$ cat config.mk
export PLATFORM = sky130hd
export DESIGN_NAME = serial_cmd_sequencer_flat
export DESIGN_NICKNAME = d
export VERILOG_FILES = /design/src/rtl/serial_cmd_sequencer_if.sv /design/src/rtl/serial_cmd_sequencer.sv /design/src/flat_wrapper.sv
export SDC_FILE = /design/constraint.sdc
export NUM_CORES = 1
export LEC_CHECK = 0
export BUFFER_PORTS_ARGS = -buffer_cell sky130_fd_sc_hd__buf_2
export CORE_UTILIZATION = 35
export CTS_CLUSTER_SIZE = 14
export DETAILED_ROUTE_END_ITERATION = 16
export HOLD_SLACK_MARGIN = 0.08
export PLACE_DENSITY_LB_ADDON = 0.1
export SLEW_MARGIN = 15
export SYNTH_ARGS = -nofsm -noshare
export SYNTH_HDL_FRONTEND = slang
export SYNTH_SLANG_ARGS = --single-unit
$ cat constraint.sdc
create_clock -name clk_in -period 1.9 [get_ports clk_in]
set_clock_uncertainty 0.1 [all_clocks]
set_input_delay 0.19 -clock clk_in [delete_from_list [all_inputs] [get_ports clk_in]]
set_output_delay 0.19 -clock clk_in [all_outputs]
set_load 0.01 [all_outputs]
$ cat src/rtl/serial_cmd_sequencer_if.sv
// Control/serial bundle for serial_cmd_sequencer.
// slave: the sequencer's view; master: the control layer's view.
interface serial_cmd_sequencer_if #(
  parameter int NUM_FRAMES = 3
);
  localparam int IDX_W = (NUM_FRAMES > 1) ? $clog2(NUM_FRAMES) : 1;

  logic                  start_in;
  logic                  abort_in;
  logic [NUM_FRAMES-1:0] frame_mask_in;
  logic                  ser_clk_out;
  logic                  ser_data_out;
  logic                  busy_out;
  logic                  done_out;
  logic [IDX_W-1:0]      frame_idx_out;

  modport slave (
    input  start_in, abort_in, frame_mask_in,
    output ser_clk_out, ser_data_out, busy_out, done_out, frame_idx_out
  );

  modport master (
    output start_in, abort_in, frame_mask_in,
    input  ser_clk_out, ser_data_out, busy_out, done_out, frame_idx_out
  );
endinterface

$ cat src/rtl/serial_cmd_sequencer.sv
// Bit-serial command sequencer: on a start button press, shifts the enabled
// stored frames out MSB first, with an idle gap between consecutive frames.
// Serial clock and data come from a bit-period divider in the clk_in domain.
module serial_cmd_sequencer #(
  parameter int CLK_DIV    = 160,
  parameter int FRAME_LEN  = 58,
  parameter int NUM_FRAMES = 3,
  parameter int GAP_BITS   = 10000,
  parameter logic IDLE_LEVEL = 1'b1,
  parameter logic [NUM_FRAMES*FRAME_LEN-1:0] FRAME_DATA = '1
) (
  input  logic                   clk_in,
  input  logic                   reset_in,
  serial_cmd_sequencer_if.slave  bus
);
  localparam int DIV_W = (CLK_DIV > 1)   ? $clog2(CLK_DIV)    : 1;
  localparam int BIT_W = (FRAME_LEN > 1) ? $clog2(FRAME_LEN)  : 1;
  localparam int GAP_W = $clog2(GAP_BITS + 1);
  localparam int IDX_W = (NUM_FRAMES > 1) ? $clog2(NUM_FRAMES) : 1;

  localparam logic [NUM_FRAMES-1:0][FRAME_LEN-1:0] FRAMES = FRAME_DATA;

  typedef enum logic [1:0] {S_IDLE, S_SEND, S_GAP, S_DONE} state_t;

  state_t                state_q, state_d;
  logic [DIV_W-1:0]      div_cnt_q, div_cnt_d;
  logic [BIT_W-1:0]      bit_cnt_q, bit_cnt_d;
  logic [GAP_W-1:0]      gap_cnt_q, gap_cnt_d;
  logic [IDX_W-1:0]      frame_idx_q, frame_idx_d;
  logic [NUM_FRAMES-1:0] mask_q, mask_d;
  logic                  sync1_q, sync2_q, start_dly_q;

  logic                  start_fall;
  logic                  first_found, next_found;
  logic [IDX_W-1:0]      first_idx, next_idx;
  logic                  bit_end;

  // Two-flop synchroniser plus a delay stage for falling-edge detection.
  always_ff @(posedge clk_in or negedge reset_in) begin
    if (!reset_in) begin
      sync1_q     <= 1'b1;
      sync2_q     <= 1'b1;
      start_dly_q <= 1'b1;
    end else begin
      sync1_q     <= bus.start_in;
      sync2_q     <= sync1_q;
      start_dly_q <= sync2_q;
    end
  end

  assign start_fall = start_dly_q & ~sync2_q;

  // Lowest enabled frame in the incoming mask, and the next enabled frame
  // above the current one in the latched mask.
  always_comb begin
    first_found = 1'b0;
    first_idx   = '0;
    next_found  = 1'b0;
    next_idx    = '0;
    for (int unsigned i = 0; i < NUM_FRAMES; i++) begin
      if (bus.frame_mask_in[i] && !first_found) begin
        first_found = 1'b1;
        first_idx   = IDX_W'(i);
      end
      if (mask_q[i] && (IDX_W'(i) > frame_idx_q) && !next_found) begin
        next_found = 1'b1;
        next_idx   = IDX_W'(i);
      end
    end
  end

  assign bit_end = (div_cnt_q == DIV_W'(CLK_DIV - 1));

  // Next-state logic for the sequencer FSM and its counters.
  always_comb begin
    state_d     = state_q;
    div_cnt_d   = div_cnt_q;
    bit_cnt_d   = bit_cnt_q;
    gap_cnt_d   = gap_cnt_q;
    frame_idx_d = frame_idx_q;
    mask_d      = mask_q;
    unique case (state_q)
      S_IDLE: begin
        if (start_fall) begin
          mask_d    = bus.frame_mask_in;
          div_cnt_d = '0;
          bit_cnt_d = '0;
          gap_cnt_d = '0;
          if (first_found) begin
            state_d     = S_SEND;
            frame_idx_d = first_idx;
          end else begin
            state_d = S_DONE;
          end
        end
      end
      S_SEND: begin
        if (bus.abort_in) begin
          state_d   = S_IDLE;
          div_cnt_d = '0;
          bit_cnt_d = '0;
          mask_d    = '0;
        end else if (bit_end) begin
          div_cnt_d = '0;
          if (bit_cnt_q == BIT_W'(FRAME_LEN - 1)) begin
            bit_cnt_d = '0;
            gap_cnt_d = '0;
            state_d   = next_found ? S_GAP : S_DONE;
          end else begin
            bit_cnt_d = bit_cnt_q + 1'b1;
          end
        end else begin
          div_cnt_d = div_cnt_q + 1'b1;
        end
      end
      S_GAP: begin
        if (bus.abort_in) begin
          state_d   = S_IDLE;
          div_cnt_d = '0;
          gap_cnt_d = '0;
          mask_d    = '0;
        end else if (bit_end) begin
          div_cnt_d = '0;
          if (gap_cnt_q == GAP_W'(GAP_BITS - 1)) begin
            gap_cnt_d   = '0;
            state_d     = S_SEND;
            frame_idx_d = next_idx;
          end else begin
            gap_cnt_d = gap_cnt_q + 1'b1;
          end
        end else begin
          div_cnt_d = div_cnt_q + 1'b1;
        end
      end
      S_DONE: begin
        state_d = S_IDLE;
        mask_d  = '0;
      end
      default: state_d = S_IDLE;
    endcase
  end

  // State and counter registers.
  always_ff @(posedge clk_in or negedge reset_in) begin
    if (!reset_in) begin
      state_q     <= S_IDLE;
      div_cnt_q   <= '0;
      bit_cnt_q   <= '0;
      gap_cnt_q   <= '0;
      frame_idx_q <= '0;
      mask_q      <= '0;
    end else begin
      state_q     <= state_d;
      div_cnt_q   <= div_cnt_d;
      bit_cnt_q   <= bit_cnt_d;
      gap_cnt_q   <= gap_cnt_d;
      frame_idx_q <= frame_idx_d;
      mask_q      <= mask_d;
    end
  end

  // Outputs decode straight from registered state, so async reset
  // forces them to idle values without waiting for a clock edge.
  assign bus.ser_clk_out   = (state_q == S_SEND) && (div_cnt_q >= DIV_W'(CLK_DIV / 2));
  assign bus.ser_data_out  = (state_q == S_SEND)
                             ? FRAMES[frame_idx_q][BIT_W'(FRAME_LEN - 1) - bit_cnt_q]
                             : IDLE_LEVEL;
  assign bus.busy_out      = (state_q == S_SEND) || (state_q == S_GAP);
  assign bus.done_out      = (state_q == S_DONE);
  assign bus.frame_idx_out = frame_idx_q;
endmodule

$ cat src/flat_wrapper.sv
// flat-port wrapper written by rule: the top's interface ports become plain ports
module serial_cmd_sequencer_flat 
#(
  parameter int CLK_DIV    = 160,
  parameter int FRAME_LEN  = 58,
  parameter int NUM_FRAMES = 3,
  parameter int GAP_BITS   = 10000,
  parameter logic IDLE_LEVEL = 1'b1,
  parameter logic [NUM_FRAMES*FRAME_LEN-1:0] FRAME_DATA = '1
)
  (clk_in, reset_in, bus_start_in, bus_abort_in, bus_frame_mask_in, bus_ser_clk_out, bus_ser_data_out, bus_busy_out, bus_done_out, bus_frame_idx_out);
  serial_cmd_sequencer_if #(.NUM_FRAMES(NUM_FRAMES)) bus_i ();
  input  logic clk_in;
  input  logic reset_in;
  input wire logic [$bits(bus_i.start_in)-1:0] bus_start_in;
  input wire logic [$bits(bus_i.abort_in)-1:0] bus_abort_in;
  input wire logic [$bits(bus_i.frame_mask_in)-1:0] bus_frame_mask_in;
  output wire logic [$bits(bus_i.ser_clk_out)-1:0] bus_ser_clk_out;
  output wire logic [$bits(bus_i.ser_data_out)-1:0] bus_ser_data_out;
  output wire logic [$bits(bus_i.busy_out)-1:0] bus_busy_out;
  output wire logic [$bits(bus_i.done_out)-1:0] bus_done_out;
  output wire logic [$bits(bus_i.frame_idx_out)-1:0] bus_frame_idx_out;
  assign bus_i.start_in = bus_start_in;
  assign bus_i.abort_in = bus_abort_in;
  assign bus_i.frame_mask_in = bus_frame_mask_in;
  assign bus_ser_clk_out = bus_i.ser_clk_out;
  assign bus_ser_data_out = bus_i.ser_data_out;
  assign bus_busy_out = bus_i.busy_out;
  assign bus_done_out = bus_i.done_out;
  assign bus_frame_idx_out = bus_i.frame_idx_out;
  serial_cmd_sequencer #(.CLK_DIV(CLK_DIV), .FRAME_LEN(FRAME_LEN), .NUM_FRAMES(NUM_FRAMES), .GAP_BITS(GAP_BITS), .IDLE_LEVEL(IDLE_LEVEL), .FRAME_DATA(FRAME_DATA)) u_core (.clk_in(clk_in), .reset_in(reset_in), .bus(bus_i));
endmodule
; ---- Word-level counts from Yosys, hierarchy flattened
; Index checks and enable logic that the tools add are counted.
[classes]
magnitude_cmp = 6
eq_ne = 19
n_mux = 51
reduce_logical = 25
bitwise_logic = 2
add_sub_neg = 4
[ops]
columns = op, n
row1 = binary-select mux 58 bit (select 2 bit), 1
row2 = two-way mux 14 bit, 7
row3 = two-way mux 58 bit, 1
row4 = case mux 14 bit (3 select lines), 1
row5 = two-way mux 2 bit, 15
row6 = two-way mux 6 bit, 4
row7 = two-way mux 8 bit, 3
row8 = case mux 8 bit (2 select lines), 1
row9 = "adder 14 x 1 -> 14 bit, second input constant", 1
row10 = "equality test 14 bit, second input constant", 1
row11 = "inequality test 2 x 1 -> 1 bit, second input constant", 7
row12 = "inequality test 3 x 2 -> 1 bit, second input constant", 4
row13 = case mux 6 bit (2 select lines), 1
row14 = AND reduction 6 bit, 2
row15 = two-way mux 1 bit, 11
row16 = case mux 3 bit (3 select lines), 1
row17 = "adder 8 x 1 -> 8 bit, second input constant", 1
row18 = "equality test 8 bit, second input constant", 1
row19 = "greater-or-equal comparator 8 x 7 -> 1 bit, second input constant", 1
row20 = logical AND 1 bit, 8
row21 = case mux 2 bit (4 select lines), 1
row22 = "< comparator 6 x 7 -> 1 bit, second input constant", 1
row23 = "adder 6 x 1 -> 6 bit, second input constant", 1
row24 = binary-select mux 1 bit (select 6 bit), 1
row25 = 21 further kinds, 31
[word_totals]
ff_bits = 38
elab_cells = 116
inputBits = 7

; ---- Longest topological paths before layout
[logic_depth]
ltp_word = 14
mapped_depth = 9
ltp_nobuf = 7

; ---- Least setup slack after synthesis
; Ideal clock, no wire load.
[synth_timing]
path_kind = register to register
startpoint = reg u_core.gap_cnt_q[0]
endpoint = reg u_core.state_q[1]
setup_slack_ps = -101
t_required_ps = 1672
period_less_slack_ps = 2001
arrival_ps = 1774
stages_incl_launch_ff = 6
path_cell_list = dfrtp_1 -> ha_1 -> nor4bb_4 -> a41oi_2 -> nor4_4 -> mux2_1
[synth_via]
elab_chain_len = 3
[synth_lines]
columns = item, line_no
row1 = start: declaration, serial_cmd_sequencer.sv:28  ; logic [GAP_W-1:0] gap_cnt_q, gap_cnt_d;
row2 = start signal: assignment, serial_cmd_sequencer.sv:156  ; gap_cnt_q <= gap_cnt_d;
row3 = equality test 14 bit, serial_cmd_sequencer.sv:124  ; if (gap_cnt_q == GAP_W'(GAP_BITS - 1)) begin
row4 = inequality test 3 x 2 -> 1 bit (no source line), --
row5 = AND reduction 5 bit (no source line), --
row6 = end signal: assignment, serial_cmd_sequencer.sv:153  ; state_q <= state_d;
row7 = end: declaration, serial_cmd_sequencer.sv:25  ; state_t state_q, state_d;
; Every way passes these cells.
; A chain may end at the register's enable or synchronous reset.

; ---- Worst setup path after layout
[layout_timing]
startpoint = reg u_core.gap_cnt_q[0]
endpoint = reg u_core.state_q[0]
; The elaborated chain is that of the path after synthesis.

==> reports/metrics.json <==
{
  "critical_path.max_stage_delay_ps": 360,
  "cap_viol_max_count": 0,
  "final-setup-viol-count": 13,
  "cp_data_required_time_ps": 2010,
  "route.detailed.wl_per_inst_um": 14.4,
  "path_depth": 8,
  "outcome": "complete, but fails checks",
  "yosys_register_bits": 37,
  "finalWorstPathRequiredPeriod_ps": 1970,
  "clock_network_latency_to_the_later_pin_of_the_worst_skew_pair_ps": 290,
  "vias_per_cell": 5.20,
  "grt_overflow_total": 0,
  "worst_r2r_path_depth": 8,
  "most_instantiated_cells_after_synthesis": "dfrtp_1 (34), nand2_1 (24), nor2_1 (20), o21ai_0 (20), nand3_1 (15)",
  "place_congestion": 0.745,
  "largest_net_degree_at_the_start_of_global_routing": 38,
  "initial_utilization_pct": 36.3,
  "crit_arrival_ps": 2080,
  "core_region_area_um2": 6390,
  "synth_enable_flop_cells": 0,
  "layout-area-overhead-vs-synth_pct": 51.7,
  "leakage_nw": 1.57,
  "final_design_area_no_fill_um2": 3520,
  "post_synth_inst_count": 255,
  "cts-buffers-inserted": 5,
  "cp_top_family": "buffers and inverters",
  "layout_cells_sized_above_1_pct": 42.9,
  "floorplan.die_area_um2": 6960,
  "ff2ff_setup_slack_ps": -70,
  "final-hold-violation-count": 0,
  "cpMaxStageDelayCell": "dfrtp_1",
  "max_slew.worst_pin.slew_ps": 360,
  "yosysMostFrequentCell": "dfrtp_1",
  "cell_area_after_placement_um2": 3000,
  "h_tree_levels": 2,
  "fin_crit_sh_pct": 104,
  "ys_seq_area_share_pct": 40.1,
  "post_synth_main_area_contributors": "dfrtp_1 (37%), ha_1 (6.5%), o21ai_0 (4.3%), nand2_1 (3.9%), dfstp_2 (3.4%)",
  "drt_first_pass_iters": 4,
  "clock_tree_from_tritoncts": "yes",
  "grt_usage_pct": 19.0,
  "synth_fp_nets": 274,
  "worst_r2r_startpoint": "u_core.gap_cnt_q[0]$_DFFE_PN0P_",
  "final_antenna_net_count": 0,
  "post_synth_arst_share_pct": 100,
  "max_slew_margin_pct": 76.0,
  "yosys.cell_types.count": 54,
  "violations_in_the_final_reports": "setup timing",
  "pin_count": 13,
  "yosysWarningCount": 0,
  "hold_ws_ps": 257,
  "critical_path_peak_fanout": 3,
  "worst_hold_path_type": "flop to flop",
  "setup.worst_path.class": "flop to flop",
  "die-height_um": 83.4,
  "antenna_diode_count": 0,
  "syn_area_um2": 2320,
  "holdCritStartpoint": "u_core.sync1_q$_DFF_PN1_",
  "detailed_place_hpwl_um": 4310,
  "clock-sinks": 37,
  "grt_pass1_wl_um": 10600,
  "synth_largest_area_cell": "dfrtp_1",
  "ctsLongestPathBuffers": 2,
  "worst_ir_drop_vdd_mv": 0.626,
  "end_kind": "flop",
  "die_w_um": 83.4,
  "num_vias": 2258,
  "synth.avg_cell_area_um2": 9.10,
  "io_port_bufs": 12,
  "timing.hold.worst_path_depth": 0,
  "p_total_w": 0.00363,
  "rsz0062_at_grt": "yes",
  "postLayoutCoreUtil_pct": 55.1,
  "r2r-end": "u_core.state_q[0]$_DFFE_PN0P_",
  "dr.first_iter.drc_count": 77,
  "synth_flop_cell": "dfrtp_1",
  "instances_no_fill": 434,
  "drcViolationCount": 0,
  "row_count": 29,
  "critPathMostFrequentCell": "buf_4",
  "holdPathEnd": "u_core.sync2_q$_DFF_PN1_",
  "drt_wl_total_um": 6270,
  "power_density_nw_per_um2": 1030,
  "synth_top_cell_area_share_pct": 36.7,
  "critical_path.n_buffers_inverters": 3,
  "final.setup.worst_slack_ps": -74.9,
  "cts_root_buffer": "clkbuf_8",
  "num-nets-final": 376,
  "first_global_vias": 2181,
  "critical_path.startpoint_type": "flop",
  "crit_path_cell_trace": "ha_2 -> nor4bb_4 -> buf_4 -> a41oi_4 -> buf_6 -> nor4_4 -> buf_4 -> mux2i_2",
  "dp_cells": 406,
  "drv_slew": 0,
  "fmax_mhz": 506,
  "clkTransAtPathRegs_ps": 80,
  "grt_antenna_before_repair": 0
}
state kept, by name, indices dropped and copies added, names as in the netlist:
register / count
u_core.div_cnt_q: 8
u_core.sync2_q: 1
u_core.bus.frame_idx_out: 2
u_core.start_dly_q: 1
u_core.mask_q: 2
u_core.bit_cnt_q: 6
u_core.gap_cnt_q: 14
u_core.state_q: 2
u_core.sync1_q: 1
layer usage:
layer / GRT usage [%] / share of wire, % / vias to the layer above
met5: 0 / 0 / -
met4: 4.01 / 0.38 / 0
met3: 3.38 / 1.8 / 2
met2: 30.6 / 48 / 28
met1: 26.7 / 49 / 1087
li1: - / - / 1141
layout by cell type, fill, tap and decap left out, types with 8 or more instances in the layout:
cell,synthesis,final
dfrtp_1,34,34
o31ai_1,10,8
o21ai_1,14,18
o21ai_0,20,13
buf_6,1,8
buf_4,0,76
nand2_1,24,23
inv_1,12,8
a21oi_1,13,11
buf_2,3,12
nor2_1,20,18
nand3_1,15,14
metrics by stage:
step	TNS, ps	setup slack, ps
6_report	-356	-74.9
5_1_grt	-2230	-171
4_1_cts	-379	-135
3_5_place_dp	-5280	-363
3_3_place_gp	-6040	-381
2_1_floorplan	-105	-48.9
what timing repair did:
action / CTS / global route
resized for setup: 18 / 38
gates cloned: 0 / 1
hold buffers: 4 / 0
endpoints found under the setup margin: 26 / 30
hold endpoints to repair: 40 / 0
pin swaps: 12 / 10
buffers inserted: 10 / 6
worst reg2reg max path, stage by stage, from the launching register on:
cell	delay, ps
dfrtp_1	360
ha_2	200
nor4bb_4	260
buf_4	180
a41oi_4	90
buf_6	150
nor4_4	180
buf_4	170
mux2i_2	210
layout make-up:
type,count,area (µm²)
Inverter,12,45.0
Clock buffer,7,86.3
Multi-Input combinational cell,198,1540
Timing Repair Buffer,103,826
Sequential cell,37,930
Tap cell,77,96.3
Fill cell,560,2870
worst max path at each step:
stage                                               start                                      end
after floorplan           u_core.gap_cnt_q[0]$_DFFE_PN0P_  u_core.bus.frame_idx_out[0]$_DFFE_PN0P_
after global placement      u_core.state_q[1]$_DFFE_PN0P_          u_core.gap_cnt_q[4]$_DFFE_PN0P_
after detailed placement    u_core.state_q[1]$_DFFE_PN0P_          u_core.gap_cnt_q[4]$_DFFE_PN0P_
after CTS                 u_core.bit_cnt_q[1]$_DFFE_PN0P_                         bus_ser_data_out
after global routing      u_core.bit_cnt_q[1]$_DFFE_PN0P_                         bus_ser_data_out
final                     u_core.gap_cnt_q[0]$_DFFE_PN0P_            u_core.state_q[0]$_DFFE_PN0P_
report_power, final:
group	internal (W)	switching, W
Combinational	0.00111	0.00101
Sequential	0.000874	0.0000572
Clock	0.000289	0.000287
Total	0.00227	0.00136
logic make-up after synthesis:
kind of cell | count (synthesis) | share of synthesized area [%]
buf+inv | 20 | 3.72
xor+xnor | 3 | 1.13
mux | 5 | 2.37
fa+ha+maj | 12 | 6.47
compound gates | 81 | 23.0
flops | 37 | 40.1
simple gates | 97 | 23.2
Power figures use the tool's default switching activity.
